===== src/rtl/pu_msp430_sfr_irq.sv =====
// ----------------------------------------------------------------------------
// pu_msp430_sfr_irq
//
// Interrupt special-function-register block. Captures up to 16 asynchronous
// interrupt sources with per-channel edge selection, holds them in software
// visible enable/flag registers and presents a prioritised vector to the CPU.
//
// Register map (byte offsets from BASE_ADDR):
//   0x0 IE      enable mask                     RW
//   0x2 IES     edge select, 1 = falling edge   RW
//   0x4 IFG     interrupt flags                 RW
//   0x6 IFGSET  write-1-to-set flags            W, reads 0
//   0x8 IFGCLR  write-1-to-clear flags          W, reads 0
//   0xA IV      {irq_vec, 1'b0}; reading it clears the reported flag
//
// Ports:
//   mclk, puc_rst   clock, asynchronous active-high reset
//   irq_src         interrupt sources (asynchronous, glitch-free)
//   irq_acc         CPU accepted the pending interrupt (1-cycle pulse)
//   per_addr/din/en/we  peripheral bus (word address, byte write enables)
//   per_dout        read data, 0 when not selected
//   irq_pnd         any enabled flag set
//   irq_vec         index+1 of lowest-numbered pending channel, 0 if none
//   irq_wkup        wakeup request, same as irq_pnd
// ----------------------------------------------------------------------------
module pu_msp430_sfr_irq #(
    parameter logic [14:0] BASE_ADDR   = 15'h0100,
    parameter int          DEC_WD      = 4,
    parameter int          NUM_CH      = 8,
    parameter int          SYNC_STAGES = 2
) (
    input  logic              mclk,
    input  logic              puc_rst,
    input  logic [NUM_CH-1:0] irq_src,
    input  logic              irq_acc,
    input  logic [13:0]       per_addr,
    input  logic [15:0]       per_din,
    input  logic              per_en,
    input  logic [1:0]        per_we,
    output logic [15:0]       per_dout,
    output logic              irq_pnd,
    output logic [4:0]        irq_vec,
    output logic              irq_wkup
);
    localparam int OW = DEC_WD - 1;
    localparam logic [OW-1:0] OFS_IE  = OW'(0);
    localparam logic [OW-1:0] OFS_IES = OW'(1);
    localparam logic [OW-1:0] OFS_IFG = OW'(2);
    localparam logic [OW-1:0] OFS_SET = OW'(3);
    localparam logic [OW-1:0] OFS_CLR = OW'(4);
    localparam logic [OW-1:0] OFS_IV  = OW'(5);

    // Bits at or above NUM_CH never hold state and always read 0.
    localparam logic [15:0] CH_MASK = 16'((32'd1 << NUM_CH) - 32'd1);

    // ------------------------------------------------------------------
    // Bus decode
    // ------------------------------------------------------------------
    logic          reg_sel;
    logic [OW-1:0] word_ofs;
    logic          rd_en;
    logic          wr_en;
    logic [15:0]   wmask;
    logic          iv_rd;

    assign reg_sel  = per_en && (per_addr[13:DEC_WD-1] == BASE_ADDR[14:DEC_WD]);
    assign word_ofs = per_addr[OW-1:0];
    assign rd_en    = reg_sel && (per_we == 2'b00);
    assign wr_en    = reg_sel && (per_we != 2'b00);
    assign wmask    = {{8{per_we[1]}}, {8{per_we[0]}}} & CH_MASK;
    assign iv_rd    = rd_en && (word_ofs == OFS_IV);

    // Per-bit write strobes for each register, already byte- and channel-masked
    logic [15:0] ie_wr_bits;
    logic [15:0] ies_wr_bits;
    logic [15:0] ifg_wr_bits;
    logic [15:0] set_bits;
    logic [15:0] clr_bits;

    assign ie_wr_bits  = (wr_en && (word_ofs == OFS_IE))  ? wmask : 16'h0000;
    assign ies_wr_bits = (wr_en && (word_ofs == OFS_IES)) ? wmask : 16'h0000;
    assign ifg_wr_bits = (wr_en && (word_ofs == OFS_IFG)) ? wmask : 16'h0000;
    assign set_bits    = (wr_en && (word_ofs == OFS_SET)) ? (wmask & per_din) : 16'h0000;
    assign clr_bits    = (wr_en && (word_ofs == OFS_CLR)) ? (wmask & per_din) : 16'h0000;

    // ------------------------------------------------------------------
    // IE / IES registers
    // ------------------------------------------------------------------
    logic [15:0] ie_reg;
    logic [15:0] ies_reg;

    always_ff @(posedge mclk or posedge puc_rst) begin
        if (puc_rst) begin
            ie_reg  <= 16'h0000;
            ies_reg <= 16'h0000;
        end else begin
            ie_reg  <= (ie_reg  & ~ie_wr_bits)  | (per_din & ie_wr_bits);
            ies_reg <= (ies_reg & ~ies_wr_bits) | (per_din & ies_wr_bits);
        end
    end

    // ------------------------------------------------------------------
    // Prioritisation: lowest channel index wins
    // ------------------------------------------------------------------
    logic [15:0] ifg_vec;
    logic [15:0] pending;
    logic        vec_clr;

    assign pending = ifg_vec & ie_reg;

    always_comb begin
        irq_vec = 5'd0;
        for (int i = 15; i >= 0; i--) begin
            if (pending[i]) irq_vec = 5'(i + 1);
        end
    end

    assign irq_pnd  = |pending;
    assign irq_wkup = irq_pnd;

    // IV read and irq_acc in the same cycle still clear only one channel.
    assign vec_clr = (iv_rd || irq_acc) && (irq_vec != 5'd0);

    // ------------------------------------------------------------------
    // Per-channel edge detection and flag
    // ------------------------------------------------------------------
    genvar gi;
    generate
        for (gi = 0; gi < 16; gi++) begin : g_ch
            if (gi < NUM_CH) begin : g_live
                logic s;
                logic pol;
                logic dly_reg;
                logic ifg_reg;
                logic edge_det;

                if (SYNC_STAGES == 0) begin : g_nosync
                    assign s = irq_src[gi];
                end else begin : g_sync
                    logic [SYNC_STAGES-1:0] sync_reg;
                    always_ff @(posedge mclk or posedge puc_rst) begin
                        if (puc_rst) sync_reg <= '0;
                        else         sync_reg <= SYNC_STAGES'({sync_reg, irq_src[gi]});
                    end
                    assign s = sync_reg[SYNC_STAGES-1];
                end

                assign pol      = s ^ ies_reg[gi];
                assign edge_det = pol & ~dly_reg;

                // On an IES write the delay flop takes the post-write polarity
                // so flipping the edge select never looks like a source edge.
                always_ff @(posedge mclk or posedge puc_rst) begin
                    if (puc_rst)              dly_reg <= 1'b0;
                    else if (ies_wr_bits[gi]) dly_reg <= s ^ per_din[gi];
                    else                      dly_reg <= pol;
                end

                // A captured edge beats every kind of clear in the same cycle.
                always_ff @(posedge mclk or posedge puc_rst) begin
                    if (puc_rst)                                  ifg_reg <= 1'b0;
                    else if (edge_det)                            ifg_reg <= 1'b1;
                    else if (set_bits[gi])                        ifg_reg <= 1'b1;
                    else if (ifg_wr_bits[gi])                     ifg_reg <= per_din[gi];
                    else if (clr_bits[gi])                        ifg_reg <= 1'b0;
                    else if (vec_clr && (irq_vec == 5'(gi + 1)))  ifg_reg <= 1'b0;
                end

                assign ifg_vec[gi] = ifg_reg;
            end else begin : g_tie
                assign ifg_vec[gi] = 1'b0;
            end
        end
    endgenerate

    // ------------------------------------------------------------------
    // Read mux
    // ------------------------------------------------------------------
    always_comb begin
        per_dout = 16'h0000;
        if (rd_en) begin
            case (word_ofs)
                OFS_IE:  per_dout = ie_reg;
                OFS_IES: per_dout = ies_reg;
                OFS_IFG: per_dout = ifg_vec;
                OFS_IV:  per_dout = {10'b0, irq_vec, 1'b0};
                default: per_dout = 16'h0000;
            endcase
        end
    end

endmodule


===== config.mk =====
export PLATFORM = sky130hd
export DESIGN_NAME = pu_msp430_sfr_irq
export DESIGN_NICKNAME = d
export VERILOG_FILES = /design/src/rtl/pu_msp430_sfr_irq.sv
export SDC_FILE = /design/constraint.sdc
export NUM_CORES = 1
export LEC_CHECK = 0
export BUFFER_PORTS_ARGS = -buffer_cell sky130_fd_sc_hd__clkbuf_2
export CAP_MARGIN = 0
export CORE_MARGIN = 5
export CORE_UTILIZATION = 25
export DETAILED_ROUTE_END_ITERATION = 12
export PLACE_DENSITY = 0.55
export SLEW_MARGIN = 20
export SYNTH_ARGS = -nofsm -noshare
export SYNTH_HDL_FRONTEND = slang
export SYNTH_SLANG_ARGS = --single-unit
export TNS_END_PERCENT = 10

===== constraint.sdc =====
create_clock -name mclk -period 2.68 [get_ports mclk]
set_input_delay 0.268 -clock mclk [delete_from_list [all_inputs] [get_ports mclk]]
set_output_delay 0.268 -clock mclk [all_outputs]
set_load 0.01 [all_outputs]

==> summary.md, run 1 <==
| Metric | Value |
|---|---|
| Layout area overhead | `19.9%` |
| Die height | `109 um` |
| Fin crit period | `2.34 ns` |
| Pin count of the biggest net entering global routing | `28` |
| Synth top area share | `0.489` |
| # hold bufs at CTS | `0` |
| Post-synth EDFFs | `0` |
| Max Transition Viols Final | `0` |
| Final Hold Slack | `0.00112 ns` |
| Most common cell in the synthesized netlist | `dfrtp_1` |
| Seq cells post-synth | `48` |
| Post-DP HPWL | `4750 um` |
| Synth top cells by count | `dfrtp_1, nor2_1, a21oi_1, o21ai_0, buf_4` |
| GR Overflow Total | `0` |
| Rows | `36` |
| CTS root buf | `clkbuf_8` |
| CTS tree | `done` |
| Die area | `11900 um^2` |
| CTS Buffer Depth | `2` |
| Port Buf Inserts | `49` |
| Leakage | `1.37 nW` |
| Endpoint class of the critical path | `output port` |
| H-tree depth | `2` |
| Number of global-route vias before repair | `1883` |
| Setup bufs post-CTS | `0` |
| First-pass GRT wire length | `10200 um` |
| Cell taking the most area after synthesis | `dfrtp_1` |
| RSZ-0062 raised after global routing | `false` |
| Later-pin clock latency in the skew report | `0.30 ns` |
| Io pins | `67` |
| Residual DRC | `0` |
| Core Box Area | `9680 um^2` |
| Power density cells | `443 nW/um^2` |
| Max-Cap Viols | `0` |
| Post-Syn Area | `2460 um^2` |
| Worst Clk Skew | `0.00698 ns` |
| CP Max Fanout | `4` |
| Count of final setup violators | `0` |
| Share of post-route cells with drive strength above 1 | `0.320` |
| R2r worst-path depth | `5` |
| Tot Pwr | `1.31 mW` |
| Post-DR vias/cell | `4.58` |
| Slew margin rel. | `0.608` |
| CTS Buf Count | `5` |
| Wire per inst | `15.1 um` |
| R2R Path Start | `g_ch[4].g_live.ifg_reg` |
| Setup TNS | `0 ns` |
| Post-Synthesis Cells | `224` |
| IR drop worst, VDD | `0.160 mV` |
| Drt initial violations | `104` |
| DRT Pass-1 Iters | `6` |
| Vias | `1897` |
| Ys async rst share | `1.00` |
| Total track usage | `0.110` |
| Syn Area/Cell | `11.0 um^2` |
| Area contributors post-synth | `dfrtp_1, mux2_4, nor2_1, mux2_2, buf_4` |
| Outcome | `finished, final reports clean` |
| Kind of critical path | `in -> out` |
| Initial antenna violation count | `0` |
| Final #Nets | `324` |
| Crit path from | `per_addr[4]` |
| WP data arrival | `2.07 ns` |
| # diodes | `0` |
| Seq/Total Area, Yosys | `0.489` |
| Clock Sinks | `48` |
| ANT nets after route | `0` |
| Least-Margin Pin Slew | `0.582 ns` |
| Worst hold path type | `in -> async` |
| CP startpoint kind | `primary input` |
| R2R Setup Slk | `0.56 ns` |
| Ys flop type | `dfrtp_1` |
| Synth Warn # | `0` |
| Fill cells | `1056` |
| Final period utilization | `0.872` |
| Die Wd | `109 um` |
| Fin. Hold Viols | `0` |
| Routed Wire Length | `6270 um` |
| Initial Util | `0.254` |
| Yosys cell types | `46` |
| RR Endpoint | `g_ch[5].g_live.ifg_reg` |
| Worst-path clk slew | `0.09 ns` |
| Final Wtd Congestion | `0.871` |
| Cts repair resizes | `0` |
| Critical path required time | `2.41 ns` |
| Fmax | `0.428 GHz` |
-- placed cells by master (no fill, tap or decap), drive strengths merged, types with 4 or more instances in the layout --
master / Yosys / final
o21ai: 14 / 14
conb: 1 / 9
dfrtp: 48 / 48
nand2: 6 / 6
a21oi: 14 / 14
xor2: 8 / 8
mux2i: 8 / 8
a21o: 5 / 5
mux2: 16 / 16
clkbuf: 3 / 55
inv: 4 / 4
xnor2: 8 / 8
buf: 13 / 8
nor2: 31 / 31
-- power breakdown --
group | total (mW) | internal [mW] | switching (mW)
Clock | 0.441 | 0.206 | 0.235
Sequential | 0.750 | 0.742 | 0.00845
Combinational | 0.113 | 0.0468 | 0.0664
Total | 1.31 | 0.995 | 0.310
-- per-layer routing --
metal,part of all wire,GRT usage
met4,0.0059,0.0160
met3,0.080,0.0290
met1,0.46,0.158
met5,0,0
met2,0.46,0.171
-- worst max-delay path, cell delays in order --
cell	delay [ns]
clkbuf_2	0.09
or4b_4	0.55
nor3_4	0.30
o211ai_1	0.16
or2_2	0.37
nor2_1	0.17
clkbuf_2	0.16
-- kinds of logic (layout without fill, tap and decap cells) --
logic type             after synthesis  in the layout  share of synthesized area
AO/OA/AOI/OAI                       57             57                      0.161
XOR/XNOR                            16             16                     0.0570
buffers and inverters               20             69                     0.0483
flip-flops                          48             48                      0.489
multiplexers                        24             24                      0.118
other                                1              9                    0.00153
AND/OR/NAND/NOR                     58             58                      0.125
-- per-stage QoR --
| step | util | instance area [um^2] | setup slack (ns) | cells |
|---|---|---|---|---|
| after detailed placement | 0.295 | 2860 | 0.313 | 406 |
| after global placement | 0.295 | 2860 | 0.324 | 406 |
| after CTS | 0.305 | 2950 | 0.323 | 414 |
| after floorplan | - | 2490 | 0.633 | 232 |
| final | 0.305 | 2950 | 0.342 | 414 |
| after global routing | 0.305 | 2950 | 0.153 | 414 |
-- how the worst max path moves through the flow --
stage                             end  cells after the start  slack [ns]
6_report                  per_dout[0]                      7        0.34
3_3_place_gp   g_ch[0].g_live.ifg_reg                      6        0.32
5_1_grt                   per_dout[1]                      6        0.15
3_5_place_dp   g_ch[1].g_live.ifg_reg                      6        0.31
4_1_cts                   per_dout[0]                      7        0.32
2_1_floorplan             per_dout[0]                      5        0.63
-- layout make-up --
cell class	instances	area, um^2	share of cell area
Tap cell	133	166	0.0564
Multi-Input combinational cell	164	1170	0.396
Clock buffer	6	82.6	0.0280
Clock inverter	2	10.0	0.00339
Inverter	4	15.0	0.00509
Timing Repair Buffer	57	305	0.104
Sequential cell	48	1200	0.407
(Power assumes the default switching activity.)
==> run 2, diff against run 1 <==
--- a/constraint.sdc
+++ b/constraint.sdc
@@ -3,2 +3,2 @@
 set_output_delay 0.268 -clock mclk [all_outputs]
-set_load 0.01 [all_outputs]
+set_load 0.02 [all_outputs]
==> run 2 against run 1 <==
The flow now finishes with violations (hold timing); non-clock buffer count unchanged; global-route usage about the same; critical path depth unchanged; maximum frequency decreased by 2.2%; register-to-register slack got worse by 0.03 ns; sequential cell count unchanged; sequential share of layout area decreased by 0.21 points; core utilization increased by 0.15 points; wire length increased by 0.27%; combinational power increased by 5%; highest routed layer unchanged.
==> summary.md, run 2 (synthesis results as in run 1) <==
| Metric | Value |
|---|---|
| Outcome | `complete, but fails checks` |
| Violated checks | `hold timing` |
| CTS Buf Count | `5 (unchanged)` |
| Drt initial violations | `73 (-30%)` |
| Die area | `11900 um^2 (unchanged)` |
| Worst Clk Skew | `0.00501 ns (-0.00197 ns)` |
| Placed Area | `2860 um^2 (unchanged)` |
| Power density cells | `466 nW/um^2 (+5.3%)` |
| Port Buf Inserts | `49 (unchanged)` |
| Area of the multi-input gates | `1170 um^2 (unchanged)` |
| Global-route met3 utilization | `0.0314 (+0.00237)` |
| Routed Wire Length | `6280 um (+0.27%)` |
| Pint | `1.07 mW (+7.1%)` |
| Core Box Area | `9680 um^2 (unchanged)` |
| Design area | `2960 um^2 (+0.51%)` |
| Io pins | `67 (unchanged)` |
| Die Wd | `109 um (unchanged)` |
| Final period utilization | `0.892 (+0.0192)` |
| Pin count of the biggest net entering global routing | `28 (unchanged)` |
| Commonest non-fill, non-tap cell in the layout | `clkbuf_2` |
| Flop pwr share | `0.543 (-0.032)` |
| Final #Nets | `324 (unchanged)` |
| RSZ-0062 raised after global routing | `false` |
| Vias | `1884 (-0.69%)` |
| Max-Cap Viols | `0 (unchanged)` |
| Kind of critical path | `in -> out` |
| Final Wtd Congestion | `0.862 (-1.0%)` |
| Cts repair resizes | `0 (unchanged)` |
| Leakage | `1.38 nW (+0.31%)` |
| Share of post-route cells with drive strength above 1 | `0.317 (-0.00356)` |
| Wire per inst | `15.2 um (+0.27%)` |
| Top cell by count, worst path | `clkbuf_2` |
| Sequential cell area | `1200 um^2 (unchanged)` |
| Least-Margin Pin Slew | `0.567 ns (-0.0148 ns)` |
| Worst hold path type | `in -> async` |
| Final design utilization | `0.306 (+0.00155)` |
| Rows | `36 (unchanged)` |
| WP data arrival | `2.12 ns (+0.05 ns)` |
| Final Hold Slack | `-0.00258 ns (-0.00370 ns)` |
| # hold bufs at CTS | `0 (unchanged)` |
| Switching pwr | `316 uW (+1.8%)` |
| Layout area overhead | `20.6%` |
| ANT nets after route | `0 (unchanged)` |
| Sw frac | `0.229 (-0.00904)` |
| Worst-path clk slew | `0.09 ns (about the same)` |
| First-pass GRT wire length | `10000 um (-1.6%)` |
| CP Max Fanout | `4 (unchanged)` |
| Fin. Hold Viols | `6 (+6)` |
| Slew margin rel. | `0.621 (+0.0134)` |
| Commonest non-fill, non-tap cells in the layout | `clkbuf_2, dfrtp_1, nor2_1, o21ai_0, a21oi_1` |
| CP peak stage delay | `0.55 ns (about the same)` |
| Setup TNS | `0 ns (unchanged)` |
| IR drop worst, VDD | `0.204 mV (+28%)` |
| Number of global-route vias before repair | `1896 (+0.69%)` |
| GR Overflow Total | `0 (unchanged)` |
| Later-pin clock latency in the skew report | `0.30 ns (about the same)` |
| Critical path cell sequence | `clkbuf_2 > or4b_4 > nor3_4 > o211ai_1 > or2_2 > nor2_1 > clkbuf_2` |
| Clock Sinks | `48 (unchanged)` |
| # diodes | `0 (unchanged)` |
| Crit-path slowest cell | `or4b_4` |
| CTS root buf | `clkbuf_8` |
| Count of final setup violators | `0 (unchanged)` |
| GR Util met1 | `0.149 (-0.00857)` |
| Fill cells | `1006 (-4.7%)` |
| Clock Power Share | `0.371 (+0.033)` |
| Endpoint class of the critical path | `output port` |
| GR peak layer | `met2` |
| Critical path required time | `2.41 ns (about the same)` |
| Setup bufs post-CTS | `0 (unchanged)` |
| Max Transition Viols Final | `0 (unchanged)` |
| Grt met2 use | `0.175 (+0.00351)` |
| Fin crit period | `2.39 ns (+0.0514 ns)` |
| CTS tree | `done` |
| CP startpoint kind | `primary input` |
| CTS Buffer Depth | `2 (unchanged)` |
| Initial Util | `0.254 (unchanged)` |
| DRT Pass-1 Iters | `4 (-2)` |
| Total track usage | `0.110 (-0.000276)` |
| Post-DP HPWL | `4720 um (-0.58%)` |
| Residual DRC | `0 (unchanged)` |
| Die height | `109 um (unchanged)` |
| H-tree depth | `2 (unchanged)` |
| Post-DR vias/cell | `4.55 (-0.69%)` |
| Fmax | `0.418 GHz (-2.2%)` |
| Part of the power in combinational logic | `0.086 (about the same)` |
| Initial antenna violation count | `0 (unchanged)` |
## run 2: power groups by stage
stage	Sequential, mW	Clock (mW)	Combinational [mW]
after floorplan	0.764	0	0.0804
after global placement	0.765	0	0.118
after detailed placement	0.765	0	0.121
after CTS	0.751	0.531	0.121
after global routing	0.753	0.550	0.134
final	0.750	0.512	0.119
## run 2: layout make-up
cell class,instances,share of cell area
Sequential cell,48,0.405
Multi-Input combinational cell,164,0.394
Timing Repair Buffer,57,0.103
Tap cell,133,0.0561
Clock buffer,6,0.0245
Clock inverter,2,0.0118
Inverter,4,0.00507
## run 2: through the flow
stage,worst slack (ns),std cells,total power [mW]
2_1_floorplan,0.511,232,0.844
3_3_place_gp,0.318,406,0.883
3_5_place_dp,0.299,406,0.886
4_1_cts,0.283,414,1.40
5_1_grt,0.189,414,1.44
6_report,0.290,414,1.38
## run 2: routing by layer
metal	routed length, um	vias to the layer above	share of wire
met5	0	-	0
met4	55	0	0.0088
li1	-	897	-
met2	2940	59	0.47
met1	2820	923	0.45
met3	470	5	0.075
## run 2: path summary, 6_finish.rpt
path / from / end / slack, ns / cells after the start
setup / recovery: per_addr[4] / per_dout[0] / 0.29 / 7
hold / removal: puc_rst / g_ch[2].g_live.g_sync.sync_reg[1] / -0.003 / 2
setup reg to reg: g_ch[4].g_live.ifg_reg / g_ch[5].g_live.ifg_reg / 0.53 / 5
hold reg to reg: g_ch[5].g_live.g_sync.sync_reg[0] / g_ch[5].g_live.g_sync.sync_reg[1] / 0.35 / 0
max in group asynchronous: puc_rst / async pin / 1.99 / 3
min in group mclk: irq_src[2] / g_ch[2].g_live.g_sync.sync_reg[0] / 0.07 / 1
## run 2: worst max-delay path, delay by kind of cell
family | cells | cell delay [ns]
simple gates | 4 | 1.41
buf+inv | 2 | 0.28
compound gates | 1 | 0.15
